[config.mk]
export PLATFORM = sky130hd
export DESIGN_NAME = key_switch_device
export DESIGN_NICKNAME = d
export VERILOG_FILES = /design/src/rtl/io_pkg.sv /design/src/rtl/debounce_bit.sv /design/src/rtl/key_switch_device.sv
export SDC_FILE = /design/constraint.sdc
export NUM_CORES = 1
export LEC_CHECK = 0
export CELL_PAD_IN_SITES_DETAIL_PLACEMENT = 1
export CELL_PAD_IN_SITES_GLOBAL_PLACEMENT = 1
export CORE_UTILIZATION = 35
export DETAILED_ROUTE_END_ITERATION = 8
export GPL_TIMING_DRIVEN = 0
export MAX_ROUTING_LAYER = met4
export PLACE_DENSITY_LB_ADDON = 0.1
export SYNTH_ARGS = -nofsm -noshare
export SYNTH_HDL_FRONTEND = slang
export SYNTH_SLANG_ARGS = --single-unit
[constraint.sdc]
create_clock -name clk -period 4.8 [get_ports clk]
set_input_delay 0.96 -clock clk [delete_from_list [all_inputs] [get_ports clk]]
set_output_delay 0.96 -clock clk [all_outputs]
set_load 0.01 [all_outputs]
[src/rtl/io_pkg.sv]
// Shared I/O-bus definitions: register addresses, CTRL bit positions, input widths
// and the per-device status record used by the key/switch responder.
package io_pkg;

   localparam logic [31:0] ADDR_KDATA = 32'hF000_0010;
   localparam logic [31:0] ADDR_SDATA = 32'hF000_0014;
   localparam logic [31:0] ADDR_KCTRL = 32'hF000_0110;
   localparam logic [31:0] ADDR_SCTRL = 32'hF000_0114;

   localparam int CTRL_READY   = 0;
   localparam int CTRL_OVERRUN = 2;
   localparam int CTRL_IE      = 8;

   localparam int KEY_W = 4;
   localparam int SW_W  = 10;

   typedef struct packed {
      logic ready;
      logic overrun;
      logic ie;
   } dev_status_t;

   function automatic logic [31:0] pack_ctrl(dev_status_t s);
      logic [31:0] c;
      c               = '0;
      c[CTRL_READY]   = s.ready;
      c[CTRL_OVERRUN] = s.overrun;
      c[CTRL_IE]      = s.ie;
      return c;
   endfunction

   // A change always wins: it re-arms READY over a data read and sets OVERRUN
   // over a clearing store. A read that coincides with a change suppresses OVERRUN.
   function automatic dev_status_t next_status(dev_status_t cur, logic chg, logic data_rd,
                                               logic ctrl_wr, logic wr_overrun, logic wr_ie);
      dev_status_t nxt;
      nxt = cur;
      if (ctrl_wr && !wr_overrun) nxt.overrun = 1'b0;
      if (chg && cur.ready && !data_rd) nxt.overrun = 1'b1;
      if (data_rd) nxt.ready = 1'b0;
      if (chg) nxt.ready = 1'b1;
      if (ctrl_wr) nxt.ie = wr_ie;
      return nxt;
   endfunction

endpackage

[src/rtl/debounce_bit.sv]
// One input bit: 2-flop synchronizer, stability counter and debounced flop.
// change pulses for one cycle, in the cycle before the debounced value flips.
module debounce_bit #(
   parameter logic [15:0] DEBOUNCE_CYCLES = 16'd50000
) (
   input  logic clk,
   input  logic reset,
   input  logic raw,
   output logic deb,
   output logic change
);

   logic        sync1;
   logic        sync2;
   logic [15:0] cnt;
   logic        differ;

   assign differ = (sync2 != deb);
   assign change = differ && (cnt == DEBOUNCE_CYCLES - 16'd1);

   // NOTE: state flops use non-blocking assignments so sync1->sync2 forms a true two-stage chain.
   always_ff @(posedge clk) begin
      if (reset) begin
         sync1 <= 1'b0;
         sync2 <= 1'b0;
         cnt   <= '0;
         deb   <= 1'b0;
      end else begin
         sync1 <= raw;
         sync2 <= sync1;
         if (!differ) begin
            cnt <= '0;
         end else if (change) begin
            deb <= sync2;
            cnt <= '0;
         end else begin
            cnt <= cnt + 16'd1;
         end
      end
   end

endmodule

[src/rtl/key_switch_device.sv]
// Memory-mapped KEY/SW responder: debounced data registers plus READY/OVERRUN status.
// Build option KEYSW_IRQ_EN adds per-device interrupt enables and a registered irq output.
module key_switch_device
   import io_pkg::*;
#(
   parameter int          DBITS           = 32,
   parameter logic [15:0] DEBOUNCE_CYCLES = 16'd50000
) (
   input  logic             clk,
   input  logic             reset,
   input  logic [DBITS-1:0] addr,
   input  logic             rdEn,
   input  logic             wrEn,
   input  logic [DBITS-1:0] wrData,
   output logic [DBITS-1:0] rdData,
   output logic             sel,
   input  logic [KEY_W-1:0] KEY,
   input  logic [SW_W-1:0]  SW
`ifdef KEYSW_IRQ_EN
   ,
   output logic             irq
`endif
);

   localparam int NBITS = KEY_W + SW_W;

   logic [NBITS-1:0] raw;
   logic [NBITS-1:0] deb;
   logic [NBITS-1:0] chg;

   // Keys are active-low on the board; invert so pressed reads as 1.
   assign raw = {SW, ~KEY};

   for (genvar i = 0; i < NBITS; i++) begin : g_deb
      debounce_bit #(.DEBOUNCE_CYCLES(DEBOUNCE_CYCLES)) u_bit (
         .clk    (clk),
         .reset  (reset),
         .raw    (raw[i]),
         .deb    (deb[i]),
         .change (chg[i])
      );
   end

   logic [KEY_W-1:0] key_data;
   logic [SW_W-1:0]  sw_data;
   logic             key_chg;
   logic             sw_chg;

   assign key_data = deb[KEY_W-1:0];
   assign sw_data  = deb[KEY_W +: SW_W];
   assign key_chg  = |chg[KEY_W-1:0];
   assign sw_chg   = |chg[KEY_W +: SW_W];

   logic hit_kdata, hit_sdata, hit_kctrl, hit_sctrl;

   assign hit_kdata = (addr == DBITS'(ADDR_KDATA));
   assign hit_sdata = (addr == DBITS'(ADDR_SDATA));
   assign hit_kctrl = (addr == DBITS'(ADDR_KCTRL));
   assign hit_sctrl = (addr == DBITS'(ADDR_SCTRL));
   assign sel       = hit_kdata | hit_sdata | hit_kctrl | hit_sctrl;

   dev_status_t k_stat, s_stat;
   dev_status_t k_next, s_next;
   logic        wr_ie;
   logic        unused_wr_bits;

`ifdef KEYSW_IRQ_EN
   assign wr_ie = wrData[CTRL_IE];
`else
   assign wr_ie = 1'b0;
`endif
   assign unused_wr_bits = ^wrData;

   assign k_next = next_status(k_stat, key_chg, rdEn && hit_kdata,
                               wrEn && hit_kctrl, wrData[CTRL_OVERRUN], wr_ie);
   assign s_next = next_status(s_stat, sw_chg, rdEn && hit_sdata,
                               wrEn && hit_sctrl, wrData[CTRL_OVERRUN], wr_ie);

   always_ff @(posedge clk) begin
      if (reset) begin
         k_stat <= '0;
         s_stat <= '0;
      end else begin
         k_stat <= k_next;
         s_stat <= s_next;
      end
   end

`ifdef KEYSW_IRQ_EN
   always_ff @(posedge clk) begin
      if (reset) irq <= 1'b0;
      else       irq <= (k_stat.ready & k_stat.ie) | (s_stat.ready & s_stat.ie);
   end
`endif

   // NOTE: default assigned first so every path drives rdData and no latch is inferred.
   always_comb begin
      rdData = '0;
      if (rdEn) begin
         if (hit_kdata)      rdData = DBITS'(key_data);
         else if (hit_sdata) rdData = DBITS'(sw_data);
         else if (hit_kctrl) rdData = DBITS'(pack_ctrl(k_stat));
         else if (hit_sctrl) rdData = DBITS'(pack_ctrl(s_stat));
      end
   end

endmodule

==> impl_metrics.ini, run 1 <==
[logic_synthesis]
synth_cells = 1303
synth_most_common_cell = nor2_1
yosys_warnings = 0
synth_top_family_by_area = simple AND/OR/NAND/NOR gates
synthArstFlopShare_pct = 0
synth_edf_count = 0
syn_area_mm2 = 0.0116
synthMuxAreaShare_pct = 1.77
synthFlopType = dfxtp_1
yosys.area_share.adder_pct = 1.51
avgSynthCellArea_um2 = 8.88
ys_types = 45
ys_seq_area_share_pct = 46.7
synthSimpleGateAreaFrac_pct = 29.2
ys_ff_latch = 270
synth.top_cell.area_share_pct = 46.7
synth_compound_area_share_pct = 1.31
synth_common_cells = 291 x nor2_1, 270 x dfxtp_1, 114 x xor2_1
synth_area_leaders = dfxtp_1 47%, nor2_1 9.4%, xor2_1 8.6%
synthXorXnorAreaFrac_pct = 15.1
yosysTopAreaCell = dfxtp_1

[worst_setup_path]
crit_start = addr[25]
regToRegSetupSlack_ns = 2.45
worstSetupStartpointType = primary input
path_max_fanout = 6
worstSetupEndpointType = primary output
crit_path_end = rdData[7]
cp.required_ns = 3.84
crit_arrival_ns = 3.55
r2r-start = g_deb[6].u_bit.cnt[0]
r2r-end = s_stat[1]
crit_type = in2out
rr_worst_depth = 8

[placement]
place_congestion = 0.763
dp_hpwl_um = 18500
io_buffer_count = 60

[layout]
register_area_mm2 = 0.00541
multi_input_area_mm2 = 0.00575
layout-drive-gt1-share_pct = 7.93
fill_cells = 3860
nets = 1514
syn2layout_area_growth_pct = 19.7

[grt]
track_usage_pct = 15.9
grt_max_degree = 15
grt_pass1_wl_um = 43200
antenna_found_initial = 0
grt_pass1_vias = 8859
grt.overflow.total = 0

[clock_network]
insertion_delay_ns = 0.55
cts.path.max_buffers = 3
cts_tree = built
root_buffer = clkbuf_16
clk_transition_reported_paths_ns = 0.06
h-tree-depth = 1
hold_buffers = 0
numCtsBuffers = 31
clock_sinks = 270

[timing]
fin_crit_ns = 4.51
drv_slew = 0
whs_ns = 0.433
setup_viol = 0
clock_skew_ns = 0.00735
relSlewSlack_pct = 46.3
tightest_slew_ns = 0.805
max_freq_ghz = 0.222
tns_ns = 0
finalHoldViolations = 0
fin_crit_sh_pct = 93.9
rsz0062_at_grt = no

[run]
drv_cap = 0

[floorplanning]
core-area_mm2 = 0.0325
start_util_pct = 35.6
io_pins = 115
die_width_um = 184
die-area_mm2 = 0.0338
die_h_um = 184
rows = 66

[detailed_routing]
avgRoutedWirePerCell_um = 13.8
drt-vias-per-instance = 4.69
drtPass1Iterations = 4
final_antenna_net_count = 0
wl_um = 25900
drt_iter0_drc = 207
vias = 8817
drc = 0

[hold_path]
hp-class = reg2reg

[power_and_ir_drop]
power_per_cell_area_mw_per_mm2 = 346
p_leak_nw = 4.59
peakVddDrop_uv = 237

[outcome]
status = finished clean
power by group:
| group | internal, W | total, W | switching, W |
|---|---|---|---|
| Combinational | 0.0000672 | 0.000126 | 0.0000583 |
| Clock | 0.00147 | 0.00240 | 0.000933 |
| Sequential | 0.00226 | 0.00226 | 0.00000719 |
worst max-delay path, cell delays in order:
cell,delay (ns)
clkdlybuf4s50_1,0.39
or4b_1,0.53
nor4_2,0.34
nand4_1,0.14
buf_4,0.19
nor2_4,0.18
and2_1,0.24
clkdlybuf4s50_1,0.56
cell usage in the layout (no fill, tap or decap), types with 31 or more instances in the layout:
cell	instances
nand2_1	75
and3_1	37
clkdlybuf4s50_1	60
nand4_1	37
clkbuf_16	31
dfxtp_1	270
xor2_1	114
nand3_1	85
xnor2_1	86
nor2_1	290
worst min-delay path by stage:
stage | slack [ns] | startpoint | end | cells past startpoint
after global placement | 0.42 | g_deb[10].u_bit.sync1 | g_deb[10].u_bit.sync2 | 1
after global routing | 0.45 | g_deb[3].u_bit.sync1 | g_deb[3].u_bit.sync2 | 1
final | 0.43 | g_deb[1].u_bit.sync1 | g_deb[1].u_bit.sync2 | 1
after floorplan | 0.41 | g_deb[8].u_bit.cnt[0] | g_deb[8].u_bit.cnt[0] | 1
after detailed placement | 0.42 | g_deb[1].u_bit.sync1 | g_deb[1].u_bit.sync2 | 1
after CTS | 0.44 | g_deb[1].u_bit.sync1 | g_deb[1].u_bit.sync2 | 1
layer usage:
metal | global-route usage, % | vias to the layer above | routed length [um]
met2 | 26.4 | 67 | 12100
met5 | - | - | 0
met3 | 2.14 | 40 | 625
li1 | - | 4520 | -
met4 | 4.07 | 0 | 548
met1 | 20.4 | 4190 | 12700
layout make-up:
type	count	share of cell area (%)
antenna	1	0.0181
buffer	63	2.86
clock buffer	44	6.60
clock inverter	9	0.867
inverter	29	0.786
multi-input combinational	962	41.5
sequential	270	39.0
tap	442	3.99
timing repair buffer	61	4.39
metrics by stage:
step	util [%]	total power [W]	cells	area (um^2)	worst slack, ns
after floorplan	-	0.00238	1324	11600	1.48
after global placement	39.4	0.00244	1826	12800	-0.128
after detailed placement	39.4	0.00244	1826	12800	-0.138
after CTS	42.5	0.00488	1879	13800	0.00459
after global routing	42.6	0.00497	1880	13900	0.166
final	42.6	0.00479	1881	13900	0.295
registers in the layout, indices dropped and copies added (netlist names):
signal and cells:
s_stat 2, g_deb.u_bit.deb 14, g_deb.u_bit.sync1 14, g_deb.u_bit.sync2 14, g_deb.u_bit.cnt 224, k_stat 2
kinds of logic after synthesis:
| group | Yosys count |
|---|---|
| muxes | 18 |
| buffers and inverters | 92 |
| AOI/OAI and AO/OA | 28 |
| DFF | 270 |
| xor gates and xnor gates | 200 |
| other | 1 |
| and+or+nand+nor | 680 |
| adders and majority gates | 14 |
timing repair:
| item | 4_1_cts | 5_1_grt |
|---|---|---|
| setup buffers | 0 | 1 |
| gates cloned | 0 | 0 |
| pin swaps | 0 | 1 |
| resized for setup | 1 | 1 |
| endpoints found under the setup margin | 6 | 6 |
Note: power is estimated with default switching activity, not from simulation.
==> run 2: changes to the inputs <==
- CORE_ASPECT_RATIO: default -> 1.4
==> impl_metrics.ini, run 2 (synthesis results as in run 1) <==
[placement]
io_buffer_count = 60
place_congestion = 0.739
dp_hpwl_um = 18800
dpl_cell_area_mm2 = 0.0128

[clock_network]
numCtsBuffers = 30
hold_buffers = 0
cts_tree = built
cts.path.max_buffers = 3
clock_sinks = 270
root_buffer = clkbuf_16
insertion_delay_ns = 0.56
h-tree-depth = 1
clk_transition_reported_paths_ns = 0.05

[detailed_routing]
drt-vias-per-instance = 4.74
drc = 0
avgRoutedWirePerCell_um = 13.8
final_antenna_net_count = 0
met1_length_um = 11400
top_layer_used = met4
wl_met2_um = 13000
dr_wl_met3_um = 1050
wl_um = 26000
drt_iter0_drc = 230
drtPass1Iterations = 4
vias = 8910

[worst_setup_path]
slowest_delay_ns = 0.55
crit_arrival_ns = 3.57
rr_worst_depth = 7
crit_buf_inv = 3
worstSetupStartpointType = primary input
cp.required_ns = 3.84
critical-path-top-delay-family = simple AND/OR/NAND/NOR gates
worstSetupEndpointType = primary output
r2r-start = g_deb[7].u_bit.cnt[0]
worst_path_max_delay_cell = clkdlybuf4s50_1
r2r-end = g_deb[7].u_bit.cnt[8]
path_max_fanout = 6
crit_type = in2out
cp_cell_sequence = clkdlybuf4s50_1 -> or4b_1 -> nor4_2 -> nand4_1 -> buf_4 -> nor2_4 -> and2_1 -> clkdlybuf4s50_1
cp_common_cell = clkdlybuf4s50_1
regToRegSetupSlack_ns = 2.39

[hold_path]
hold_end = g_deb[4].u_bit.cnt[0]
hp-class = reg2reg
worstHoldStart = g_deb[4].u_bit.cnt[0]
whs_path_depth = 1

[layout]
syn2layout_area_growth_pct = 20.0
nets = 1514
final_common_cell = nor2_1
largest_reg_flops = 224
final_cell_mix = 290 x nor2_1, 270 x dfxtp_1, 114 x xor2_1, 86 x xnor2_1, 85 x nand3_1
fin_area_mm2 = 0.0139
top_register = g_deb.u_bit.cnt
layout-drive-gt1-share_pct = 7.92

[grt]
track_usage_pct = 16.4
grt_max_degree = 15
grt.overflow.total = 0
antenna_found_initial = 1
grt_pass1_vias = 9234
grt_pass1_wl_um = 44300

[floorplanning]
die-area_mm2 = 0.0338
die_width_um = 156
core-area_mm2 = 0.0325
start_util_pct = 35.6
io_pins = 115
rows = 78
die_h_um = 217

[timing]
max_freq_ghz = 0.221
clock_skew_ns = 0.0108
rsz0062_at_grt = no
drv_slew = 0
tightest_slew_ns = 0.882
relSlewSlack_pct = 40.6
setup_viol = 0
fin_crit_ns = 4.53
fin_crit_sh_pct = 94.3
finalHoldViolations = 0

[power_and_ir_drop]
power_per_cell_area_mw_per_mm2 = 347
p_leak_nw = 4.58
power_w = 0.00482
peakVddDrop_uv = 227

[run]
drv_cap = 0

[outcome]
status = finished clean
## run 2: changes by cell type in the layout (fill, tap and decap cells not counted)
cell / previous run / this run
clkbuf_8: 9 / 4
clkbuf_1: 16 / 18
clkinvlp_4: 0 / 4
buf_4: 28 / 29
clkinv_2: 6 / 4
bufinv_16: 3 / 5
## run 2: routing by layer
metal / vias to the layer above / GRT usage [%]
met5: - / -
met4: 0 / 4.67
met3: 44 / 2.77
met2: 98 / 29.3
met1: 4253 / 18.7
li1: 4515 / -
## run 2: worst max-delay path by stage
stage             start        end  cells past startpoint
2_1_floorplan  addr[25]  rdData[4]                      5
3_3_place_gp   addr[25]  rdData[4]                      7
3_5_place_dp   addr[25]  rdData[4]                      7
4_1_cts        addr[25]  rdData[4]                      8
5_1_grt        addr[25]  rdData[4]                      8
6_report       addr[25]  rdData[4]                      8
## run 2: what timing repair did
item / CTS / global route
setup endpoints to repair: 6 / 0
resized for setup: 2 / 0
endpoints found under the hold margin: 0 / 0
buffers inserted: 2 / 0
## run 2: cell type report
| cell class | count | area (um^2) |
|---|---|---|
| fill | 3796 | 18600 |
| multi-input combinational | 962 | 5750 |
| sequential | 270 | 5410 |
| clock buffer | 41 | 853 |
| timing repair buffer | 62 | 616 |
| tap | 440 | 551 |
| buffer | 63 | 397 |
| clock inverter | 13 | 200 |
| inverter | 29 | 109 |
| antenna | 1 | 2.50 |
## run 2: per-stage QoR
| step | hold slack, ns | setup WS (ns) | instances | TNS (ns) | utilization, % |
|---|---|---|---|---|---|
| after global placement | 0.419 | -0.380 | 1824 | -2.15 | 39.4 |
| after floorplan | 0.413 | 1.48 | 1324 | 0 | - |
| final | 0.434 | 0.274 | 1881 | 0 | 42.7 |
| after CTS | 0.437 | 0.182 | 1880 | 0 | 42.7 |
| after detailed placement | 0.424 | -0.402 | 1824 | -2.28 | 39.4 |
| after global routing | 0.456 | 0.129 | 1881 | 0 | 42.7 |
## run 2: power by group
part	total (W)	leakage, nW	internal (W)	switching (W)
sequential	0.00226	2.18	0.00226	0.00000758
clock	0.00243	0.505	0.00150	0.000924
combinational	0.000125	1.89	0.0000672	0.0000575
total	0.00482	4.58	0.00383	0.000989
